--- config.mk ---
export PLATFORM = sky130hd
export DESIGN_NAME = ons_inv
export DESIGN_NICKNAME = d
export VERILOG_FILES = /design/src/rtl/ons_inv.sv
export SDC_FILE = /design/constraint.sdc
export NUM_CORES = 1
export LEC_CHECK = 0
export CAP_MARGIN = 20
export CORE_UTILIZATION = 40
export DETAILED_ROUTE_END_ITERATION = 16
export GPL_TIMING_DRIVEN = 0
export PLACE_DENSITY = 0.66
export SLEW_MARGIN = 0
export SYNTH_ARGS = -nofsm -noshare
export SYNTH_HDL_FRONTEND = slang
export SYNTH_SLANG_ARGS = --single-unit
--- constraint.sdc ---
create_clock -name clk -period 4.8 [get_ports clk]
set_input_delay 1.2 -clock clk [delete_from_list [all_inputs] [get_ports clk]]
set_output_delay 1.2 -clock clk [all_outputs]
set_load 0.01 [all_outputs]
--- src/rtl/ons_inv.sv ---
// Inverse of the x28.5 scaler: recovers X from Y by restoring division of 2*Y by 57,
// one quotient bit per clock, and flags whether Y is exactly reachable.
//
// state  | meaning
// IDLE   | waiting for start; last results held on outputs
// DIV    | one restoring-division step per edge, MSB first (13 edges)
// DONE   | single-cycle done pulse, then back to IDLE
module ons_inv #(
    parameter int YW      = 12,
    parameter int XW      = 6,
    parameter int DIVISOR = 57,
    parameter int QW      = 8
) (
    input  logic          clk,
    input  logic          rst_n,
    input  logic          start,
    input  logic [YW-1:0] Y,
    output logic          busy,
    output logic          done,
    output logic [XW-1:0] X,
    output logic [5:0]    rem,
    output logic          match,
    output logic          ovf
);

    localparam int DW = YW + 1;
    localparam int PW = 7;
    localparam int CW = $clog2(DW);
    localparam logic [PW-1:0] DIV_C = PW'(DIVISOR);
    localparam logic [QW-1:0] X_MAX = QW'((1 << XW) - 1);

    typedef enum logic [1:0] {S_IDLE, S_DIV, S_DONE} state_t;

    state_t          r_state;
    logic [DW-1:0]   r_d;
    logic [PW-1:0]   r_p;
    logic [QW-1:0]   r_q;
    logic [CW-1:0]   r_cnt;

    logic [PW-1:0]   w_pp;
    logic            w_ge;
    logic [PW-1:0]   w_pn;
    logic [QW-1:0]   w_qn;
    logic            w_ovf;

    // P' never exceeds 2*56+1, so 7 bits hold it without overflow
    assign w_pp  = {r_p[PW-2:0], r_d[DW-1]};
    assign w_ge  = (w_pp >= DIV_C);
    assign w_pn  = w_ge ? (w_pp - DIV_C) : w_pp;
    assign w_qn  = {r_q[QW-2:0], w_ge};
    assign w_ovf = (w_qn > X_MAX);

    always_ff @(posedge clk or negedge rst_n) begin
        if (!rst_n) begin
            r_state <= S_IDLE;
            r_d     <= '0;
            r_p     <= '0;
            r_q     <= '0;
            r_cnt   <= '0;
            busy    <= 1'b0;
            done    <= 1'b0;
            X       <= '0;
            rem     <= '0;
            match   <= 1'b0;
            ovf     <= 1'b0;
        end else begin
            case (r_state)
                S_IDLE: begin
                    if (start) begin
                        r_d     <= {Y, 1'b0};
                        r_p     <= '0;
                        r_q     <= '0;
                        r_cnt   <= CW'(DW - 1);
                        busy    <= 1'b1;
                        r_state <= S_DIV;
                    end
                end
                S_DIV: begin
                    r_d   <= {r_d[DW-2:0], 1'b0};
                    r_p   <= w_pn;
                    r_q   <= w_qn;
                    r_cnt <= r_cnt - 1'b1;
                    if (r_cnt == '0) begin
                        X       <= w_ovf ? X_MAX[XW-1:0] : w_qn[XW-1:0];
                        rem     <= w_pn[5:0];
                        ovf     <= w_ovf;
                        match   <= !w_ovf && (w_pn <= PW'(1));
                        done    <= 1'b1;
                        r_state <= S_DONE;
                    end
                end
                S_DONE: begin
                    done    <= 1'b0;
                    busy    <= 1'b0;
                    r_state <= S_IDLE;
                end
                default: r_state <= S_IDLE;
            endcase
        end
    end

endmodule
---- After elaboration in Yosys (flattened, before gate mapping) ----
Cells that the tools add are included.
word-level totals
  register bits ........................... 48
  word-level logic and storage cells ...... 49
cells by class
  $add $sub $neg .......................... 2
  magnitude comparators ................... 3
  eq/ne operators ......................... 4
  mux-type cells .......................... 17
  reductions and logical operators ........ 12
operator list
  operator             number
  $pmux 13 s2          1
  $mux 7               2
  $pmux 7 s2           1
  $mux 13              1
  $mux 6               2
  $pmux 6 s2           1
  $reduce_and 2->1     5
  $gt 8x6->1 const B   1
  $pmux 4 s2           1
  $ge 7x6->1 const B   1
  $le 7x1->1 const B   1
  $sub 7x6->7 const B  1
  $reduce_bool 2->1    3
  $logic_not 4->1      1
  $mux 2               2
  $mux 4               1
  $ne 2x2->1 const B   2
  $pmux 1 s2           2
  $pmux 2 s2           1
  $sub 4x1->4 const B  1
  $eq 2x1->1 const B   1
  $eq 2x2->1 const B   1
  $logic_not 2->1      1
  $mux 1               2
  2 further kinds      2

---- Depth between registers and ports, before layout ----
Gate-level depths: netlist of run 1.
  word-level depth ........................ 4
  gate-level depth with buffers ........... 8

---- Worst setup path before layout of run 1 ----
OpenSTA, ideal clock, no wires.
  kind .................................... input-to-reg
  start ................................... in start
  end ..................................... reg r_state[0]
  setup time .............................. 0.143 ns
  arrival time ............................ 1.833 ns
  slack ................................... 2.825 ns
  cell stages on the path ................. 4
  buffers on the path ..................... 2
  path through ............................ nand3_1 buf_2 buf_1 o21ai_0
between the ends
  cells in the longest elaborated chain, start to end .. 2
RTL lines
  element                            RTL line  text
  start: declaration                 16        input logic start,
  $ne 2x2->1 (no source line)        n/a
  $reduce_and 2->1 (no source line)  n/a
  end signal: assignment             55        r_state <= S_IDLE;
  end signal: assignment             75        r_state <= S_DIV;
  end signal: assignment             89        r_state <= S_DONE;
  end: declaration                   34        state_t r_state;
Every way passes these cells.
A chain may end at the register's enable or synchronous reset.

---- Final worst setup path of run 1 ----
  start ................................... reg busy
  end ..................................... out busy
RTL lines
  element                   RTL line  text
  start: declaration        18        output logic busy,
  start signal: assignment  60        busy <= 1'b0;
  start signal: assignment  74        busy <= 1'b1;
  start signal: assignment  94        busy <= 1'b0;
No word-level cell between the ends.

==> results of run 1 <==
==> cell families (layout without fill, tap and decap cells) <==
logic type      count (synthesis)  in the layout
mux                             1              1
flops                          47             47
fa+ha+maj                       3              3
buf+inv                        23             62
xor+xnor                        5              5
simple gates                  110            110
compound gates                 48             48
==> power breakdown <==
part | switching [mW] | internal (mW) | total, mW | leakage, nW
Sequential | 0.120 | 0.576 | 0.696 | 0.559
Combinational | 0.436 | 0.368 | 0.804 | 0.609
Clock | 0.136 | 0.169 | 0.304 | 0.0612
Total | 0.691 | 1.11 | 1.80 | 1.23
==> registers in the layout (all words and copies together), names as in the netlist <==
register	cells
X	6
r_p	6
busy	1
ovf	1
r_d	12
match	1
r_q	7
done	1
r_state	2
rem	6
r_cnt	4
==> metal layers <==
layer	GRT usage [%]	wire, microns	vias up
li1	-	-	866
met1	23.4	2200	785
met2	26.0	1930	44
met3	4.55	217	6
met4	6.35	65	0
met5	0	0	-
==> cell usage in the layout (no fill, tap or decap), types with 2 or more instances in the layout <==
| cell | instances |
|---|---|
| a21oi_1 | 5 |
| a31oi_1 | 11 |
| buf_1 | 4 |
| buf_2 | 5 |
| buf_6 | 3 |
| clkbuf_1 | 3 |
| clkbuf_8 | 7 |
| clkdlybuf4s50_1 | 29 |
| dfrtp_1 | 47 |
| ha_1 | 3 |
| inv_1 | 8 |
| nand2_1 | 59 |
| nand2b_1 | 2 |
| nand3_1 | 19 |
| nand3_2 | 2 |
| nor2_1 | 18 |
| o21ai_0 | 22 |
| o21ai_1 | 2 |
| xnor2_1 | 2 |
| xor2_1 | 3 |
==> worst min-delay path by stage <==
stage | slack (ns) | start | endpoint
6_report | 0.47 | X[1] | X[1]
2_1_floorplan | 0.44 | r_state[1] | busy
3_5_place_dp | 0.46 | X[5] | X[5]
3_3_place_gp | 0.45 | X[1] | X[1]
4_1_cts | 0.48 | X[5] | X[5]
5_1_grt | 0.51 | X[1] | X[1]
==> stage by stage <==
step | hold slack, ns | power (mW) | setup slack (ns) | cell area [sq um]
after global routing | 0.507 | 1.96 | 2.29 | 2720
final | 0.475 | 1.80 | 2.36 | 2720
after global placement | 0.453 | 1.49 | 1.19 | 2590
after detailed placement | 0.459 | 1.52 | 2.06 | 2600
after floorplan | 0.441 | 1.23 | 2.82 | 2200
after CTS | 0.480 | 1.82 | 2.36 | 2720
==> cell type report <==
cell class,instances,area share (%)
Inverter,8,1.10
Sequential cell,47,43.2
Multi-Input combinational cell,167,33.1
Buffer,15,3.45
Clock inverter,2,1.29
Tap cell,70,3.22
Timing Repair Buffer,31,11.6
Clock buffer,6,3.04
==> Yosys cell counts (2+ instances only) <==
cell	count
a31oi_1	11
xor2_1	3
buf_2	4
clkbuf_1	3
ha_1	3
nand2_1	59
a21oi_1	5
xnor2_1	2
nor2_1	18
nand3_1	19
dfrtp_1	47
nand3_2	2
nand2b_1	2
o21ai_0	22
buf_6	3
o21ai_1	2
inv_1	8
buf_1	4
==> summary.md, run 1 <==
| Metric | Value |
|---|---|
| Critical Path Sink Type | primary output |
| Antenna cells | 0 |
| FP Rows | 26 |
| Via count | around 1.7k |
| Mux cell area share after synthesis | less than 1% |
| Largest net degree at the start of global routing | 29 |
| Post-Syn Area | ~2200 sq um |
| Synth cell types | 38 |
| Outcome | complete, no violations |
| Asr flop ratio synth | 100% |
| R2R Setup Slk | 3.01 ns |
| DRT antenna net count | 0 |
| GPL Wtd Cong | 0.776 |
| Slowest-stage cell, CP | clkdlybuf4s50_1 |
| Unrepaired setup endpoints after global routing | false |
| CTS Buf Count | 5 |
| Die W | between 70 and 80 microns |
| Crit share post-route | around half |
| CTS resizes | 0 |
| Dpl hpwl | between 3000 and 4000 microns |
| Final worst path period need | approximately 2.4 ns |
| Adder-Cell Fraction of Synth Area | 1.71% |
| Avg Cell Area, Syn | 9.28 sq um |
| Crit path kind | flop to primary output |
| Area Growth Syn to Fin | 23.7% |
| Area of the multi-input gates | about 900 sq um |
| Core Box Area | approximately 5200 sq um |
| Critical Path AT | 1.24 ns |
| Biggest area consumer among synthesized cells | dfrtp_1 |
| Final Setup Violations | 0 |
| GRT overflow | 0 |
| H-tree level count | 2 |
| Critical Path, Cell by Cell | clkdlybuf4s50_1 |
| MaxCap Viol Count | 0 |
| Cell count after placement | 338 |
| Global-route wire length before repair | ~7800 microns |
| Initial antenna violation count | 0 |
| Sequential cell area fraction in the yosys report | a little over half |
| Clock Skews | between 0.005 and 0.006 ns |
| CP Depth | 1 |
| Gr usage total | between 15 and 20% |
| Clock sink count | between 40 and 50 |
| Power per cell area | ~660 nW/um^2 |
| Flop and latch count out of synthesis | 47 |
| DR iter-0 viols | about 80 |
| Fillers | ~480 |
| Die area | between 5000 and 6000 sq um |
| Ys flop type | dfrtp_1 |
| Drt drc | 0 |
| CP delay by family, top | buffers and inverters |
| Register area | roughly 1200 sq um |
| Count of pins over their slew limit | 0 |
| Leakage | between 1 and 1.5 nW |
| Setup crit start | busy |
| Post-CTS Hold Fix Bufs | 0 |
| I/O Pins | 31 |
| Simple-gate portion of the synthesized area | 23.1% |
| Fin nets | around 290 |
| CTS tree | done |
| Reg clk slew, reported paths | approximately 0.09 ns |
| RR Startpoint | r_d[12] |
| Worst hold path type | flop to flop |
| Synth top area cells | dfrtp_1 53%, nand2_1 10%, o21ai_0 5.0% |
| Final cell count without fillers | 346 |
| Hold Path Depth | 2 |
| Routed WL per cell | about 13 microns |
| Fin. Hold Viols | 0 |
| Vias in the first global route | 1630 |
| Worst skew pair latency | 0.31 ns |
| CP startpoint kind | flop |
| Drt total wl | about 4400 microns |
| Syn_nets | 255 |
| Post-synthesis xor/xnor area fraction | under 10% |
| Post-synthesis compound-gate area fraction | between 10% and 20% |
| CP max FO | 2 |
| Post-Syn Instances | approximately 240 |
| PortBufs | 30 |
| CTS Buffer Depth | 2 |
| Post-synth top area share | 53.5% |
| Layout cells sized above 1 | 10.5% |
| Chip Height | 76.2 microns |
| Fmax | 0.410 GHz |
| Pre-Repair DR Iteration Count | 4 |
| Final TNS setup | 0 ns |
| Critical path endpoint | busy |
| Root Buffer | clkbuf_8 |
| Max incr delay on CP | 0.55 ns |
| Largest family of logic cells by synthesized area | simple AND/OR/NAND/NOR gates |
| Peak VDD IR | ~0.00025 V |
| Setup Fix Bufs, Post-CTS | 0 |
| Yosys warning total | 0 |
| Bufs and invs on worst path | 1 |
| Reg2reg end | match |
| Cells on worst reg2reg path | 7 |
| Slew @ Worst Pin | around 0.54 ns |
| Post-route core utilization | between 50% and 60% |
| Vias per cell | 4.92 |
| Number of synthesized flops with an enable pin | 0 |
| Slew headroom | between 60% and 70% |
| Starting Density | a little over two fifths |
| WP data required | 3.60 ns |
Power figures use the tool's default switching activity.
==> run 2: changes to the inputs <==
Clock period 4.8 ns to 2.5 ns, I/O delays scaled along.
==> results of run 2 <==
The final DEF is identical to that of run 1. Status: complete, no violations.
Main changes from that run: setup slack after placement 2.06 ns -> 0.332 ns; clock-pin slew on the worst setup and hold paths 0.09 ns -> 0.08 ns; setup slack after layout 2.36 ns -> 0.637 ns; hold slack 0.475 ns -> 0.266 ns; register-to-register setup slack 3.01 ns -> 0.71 ns; total power 1.80 mW -> 3.46 mW; worst IR drop on VDD 0.000252 V -> 0.000483 V
==> run 3: changes to the inputs <==
Clock period 2.5 ns to 1.85 ns, I/O delays scaled along.
==> summary.md, run 3 (synthesized netlist as in run 1, its figures left out) <==
| Metric | Value |
|---|---|
| Pre-Repair DR Iteration Count | 4 |
| Critical Path Sink Type | flop |
| GPL Wtd Cong | about 0.78 |
| Slew @ Worst Pin | ~0.54 ns |
| Die W | 76.2 microns |
| CTS tree | done |
| Final worst path period need | about 1.7 ns |
| Gr usage total | between 10% and 20% |
| Slew headroom | 63.8% |
| Peak VDD IR | about 0.00066 V |
| Vias in the first global route | approximately 1.6k |
| Slowest-stage cell, CP | dfrtp_2 |
| Starting Density | between 40% and 50% |
| CP max FO | 5 |
| GRT overflow | 0 |
| Core Box Area | between 5000 and 6000 sq um |
| Unrepaired setup endpoints after global routing | true |
| DR iter-0 viols | a little over 70 |
| Power per cell area | between 1500 and 2000 nW/um^2 |
| Max reg flops | 12 |
| Largest registers | r_d: 12 flops, r_q: 7 flops |
| Final Total Pwr | 4.73 mW |
| Final Setup Violations | 0 |
| DRT antenna net count | 0 |
| Bufs and invs on worst path | 1 |
| Initial antenna violation count | 0 |
| Drt total wl | 4420 microns |
| H-tree level count | 2 |
| Fillers | between 400 and 500 |
| CTS Buffer Depth | 2 |
| Post-route core utilization | between 50 and 60% |
| Outcome | complete, no violations |
| Global-route wire length before repair | 7780 microns |
| Clock sink count | 47 |
| Count of pins over their slew limit | 0 |
| Worst skew pair latency | around 0.31 ns |
| PortBufs | 30 |
| Leakage | roughly 1.2 nW |
| Critical Path, Cell by Cell | inv_1 > ha_1 > nor4_4 > o21bai_2 > nor2_1 > a311oi_1 > o31ai_2 |
| Crit share post-route | a little over nine tenths |
| Reg clk slew, reported paths | ~0.080 ns |
| Max incr delay on CP | 0.45 ns |
| Worst hold path type | input port to asynchronous set/reset pin |
| Crit path kind | flop to flop |
| Critical Path AT | 1.93 ns |
| Final TNS setup | 0 ns |
| Commonest non-fill, non-tap cell in the layout | nand2_1 |
| CTS Buf Count | 5 |
| Fin nets | about 290 |
| CP startpoint kind | flop |
| MaxCap Viol Count | 0 |
| Fin. Hold Viols | 0 |
| Dpl hpwl | about 3200 microns |
| Clock Skews | approximately 0.0060 ns |
| WP data required | around 2 ns |
| Biggest register | r_d |
| WHS | around 0.10 ns |
| Layout cells sized above 1 | between 10% and 20% |
| I/O Pins | 31 |
| Largest net degree at the start of global routing | 29 |
| FP Rows | 26 |
| Post-CTS Hold Fix Bufs | 0 |
| Fmax | between 0.5 and 0.6 GHz |
| Routed WL per cell | ~13 microns |
| Root Buffer | clkbuf_8 |
| Commonest non-fill, non-tap cells in the layout | 59 x nand2_1, 45 x dfrtp_1, 29 x clkdlybuf4s50_1, 22 x o21ai_0, 19 x nand3_1 |
| Die area | ~5800 sq um |
| Via count | approximately 1.7k |
| Drt drc | 0 |
| Vias per cell | about 4.9 |
| CP delay by family, top | compound AO/OA/AOI/OAI gates |
| Chip Height | ~76 microns |
| Antenna cells | 0 |
| Area Growth Syn to Fin | 24.5% |
==> run 3: cell counts in the layout (fill, tap and decap cells not counted) <==
Identical to the previous run, type by type.
==> run 3: metal layers <==
| metal | global-route usage [%] | part of all wire [%] | vias to the layer above |
|---|---|---|---|
| met3 | 4.55 | 4.0 | 7 |
| li1 | - | - | 865 |
| met4 | 6.35 | 1.6 | 0 |
| met5 | 0 | 0 | - |
| met2 | 26.0 | 44 | 33 |
| met1 | 23.4 | 50 | 801 |
==> run 3: cell type report <==
| type | instances | area, sq um | area share, % |
|---|---|---|---|
| multi-input combinational | 167 | 916 | 33.4 |
| clock inverter | 2 | 35.0 | 1.28 |
| buffer | 15 | 93.8 | 3.43 |
| inverter | 8 | 30.0 | 1.10 |
| sequential | 47 | 1180 | 43.0 |
| timing repair buffer | 31 | 315 | 11.5 |
| clock buffer | 6 | 82.6 | 3.02 |
| tap | 70 | 87.6 | 3.20 |
==> run 3: worst paths after layout <==
check	slack (ns)	depth (start not counted)	start	endpoint
setup / recovery	0.11	7	r_p[0]	match
hold / removal	0.10	1	rst_n	r_p[2]
setup reg to reg	0.11	7	r_p[0]	match
hold reg to reg	0.48	2	X[1]	X[1]
max in group asynchronous	1.24	2	rst_n	X[5]
min in group clk	0.48	2	X[1]	X[1]
==> run 3: timing repair <==
action | 4_1_cts | 5_1_grt
setup buffers | 0 | 0
setup endpoints to repair | 0 | 9
gates resized for setup | 0 | 5
hold endpoints to repair | 0 | 0
==> run 3: report_power, final <==
part / total (mW) / internal, mW / switching [mW] / leakage [nW]
sequential: 1.82 / 1.50 / 0.322 / 0.557
combinational: 2.11 / 0.977 / 1.14 / 0.611
clock: 0.794 / 0.437 / 0.357 / 0.0612
total: 4.73 / 2.91 / 1.82 / 1.23
==> run 3: through the flow <==
| step | area [sq um] | setup slack (ns) | std cells |
|---|---|---|---|
| floorplan | 2200 | 0.250 | 237 |
| global placement | 2590 | -1.03 | 337 |
| detailed placement | 2600 | -0.156 | 338 |
| CTS | 2720 | 0.0429 | 346 |
| global route | 2740 | -0.00120 | 346 |
| finish | 2740 | 0.108 | 346 |
==> run 3: worst reg2reg max path: cells and delay by family (launching register included) <==
kind	cells	cell delay (ns)
AO/OA/AOI/OAI	3	0.74
flip-flops	1	0.45
adder cells (fa/ha/maj)	1	0.19
AND/OR/NAND/NOR	2	0.16
buffers and inverters	1	0.09
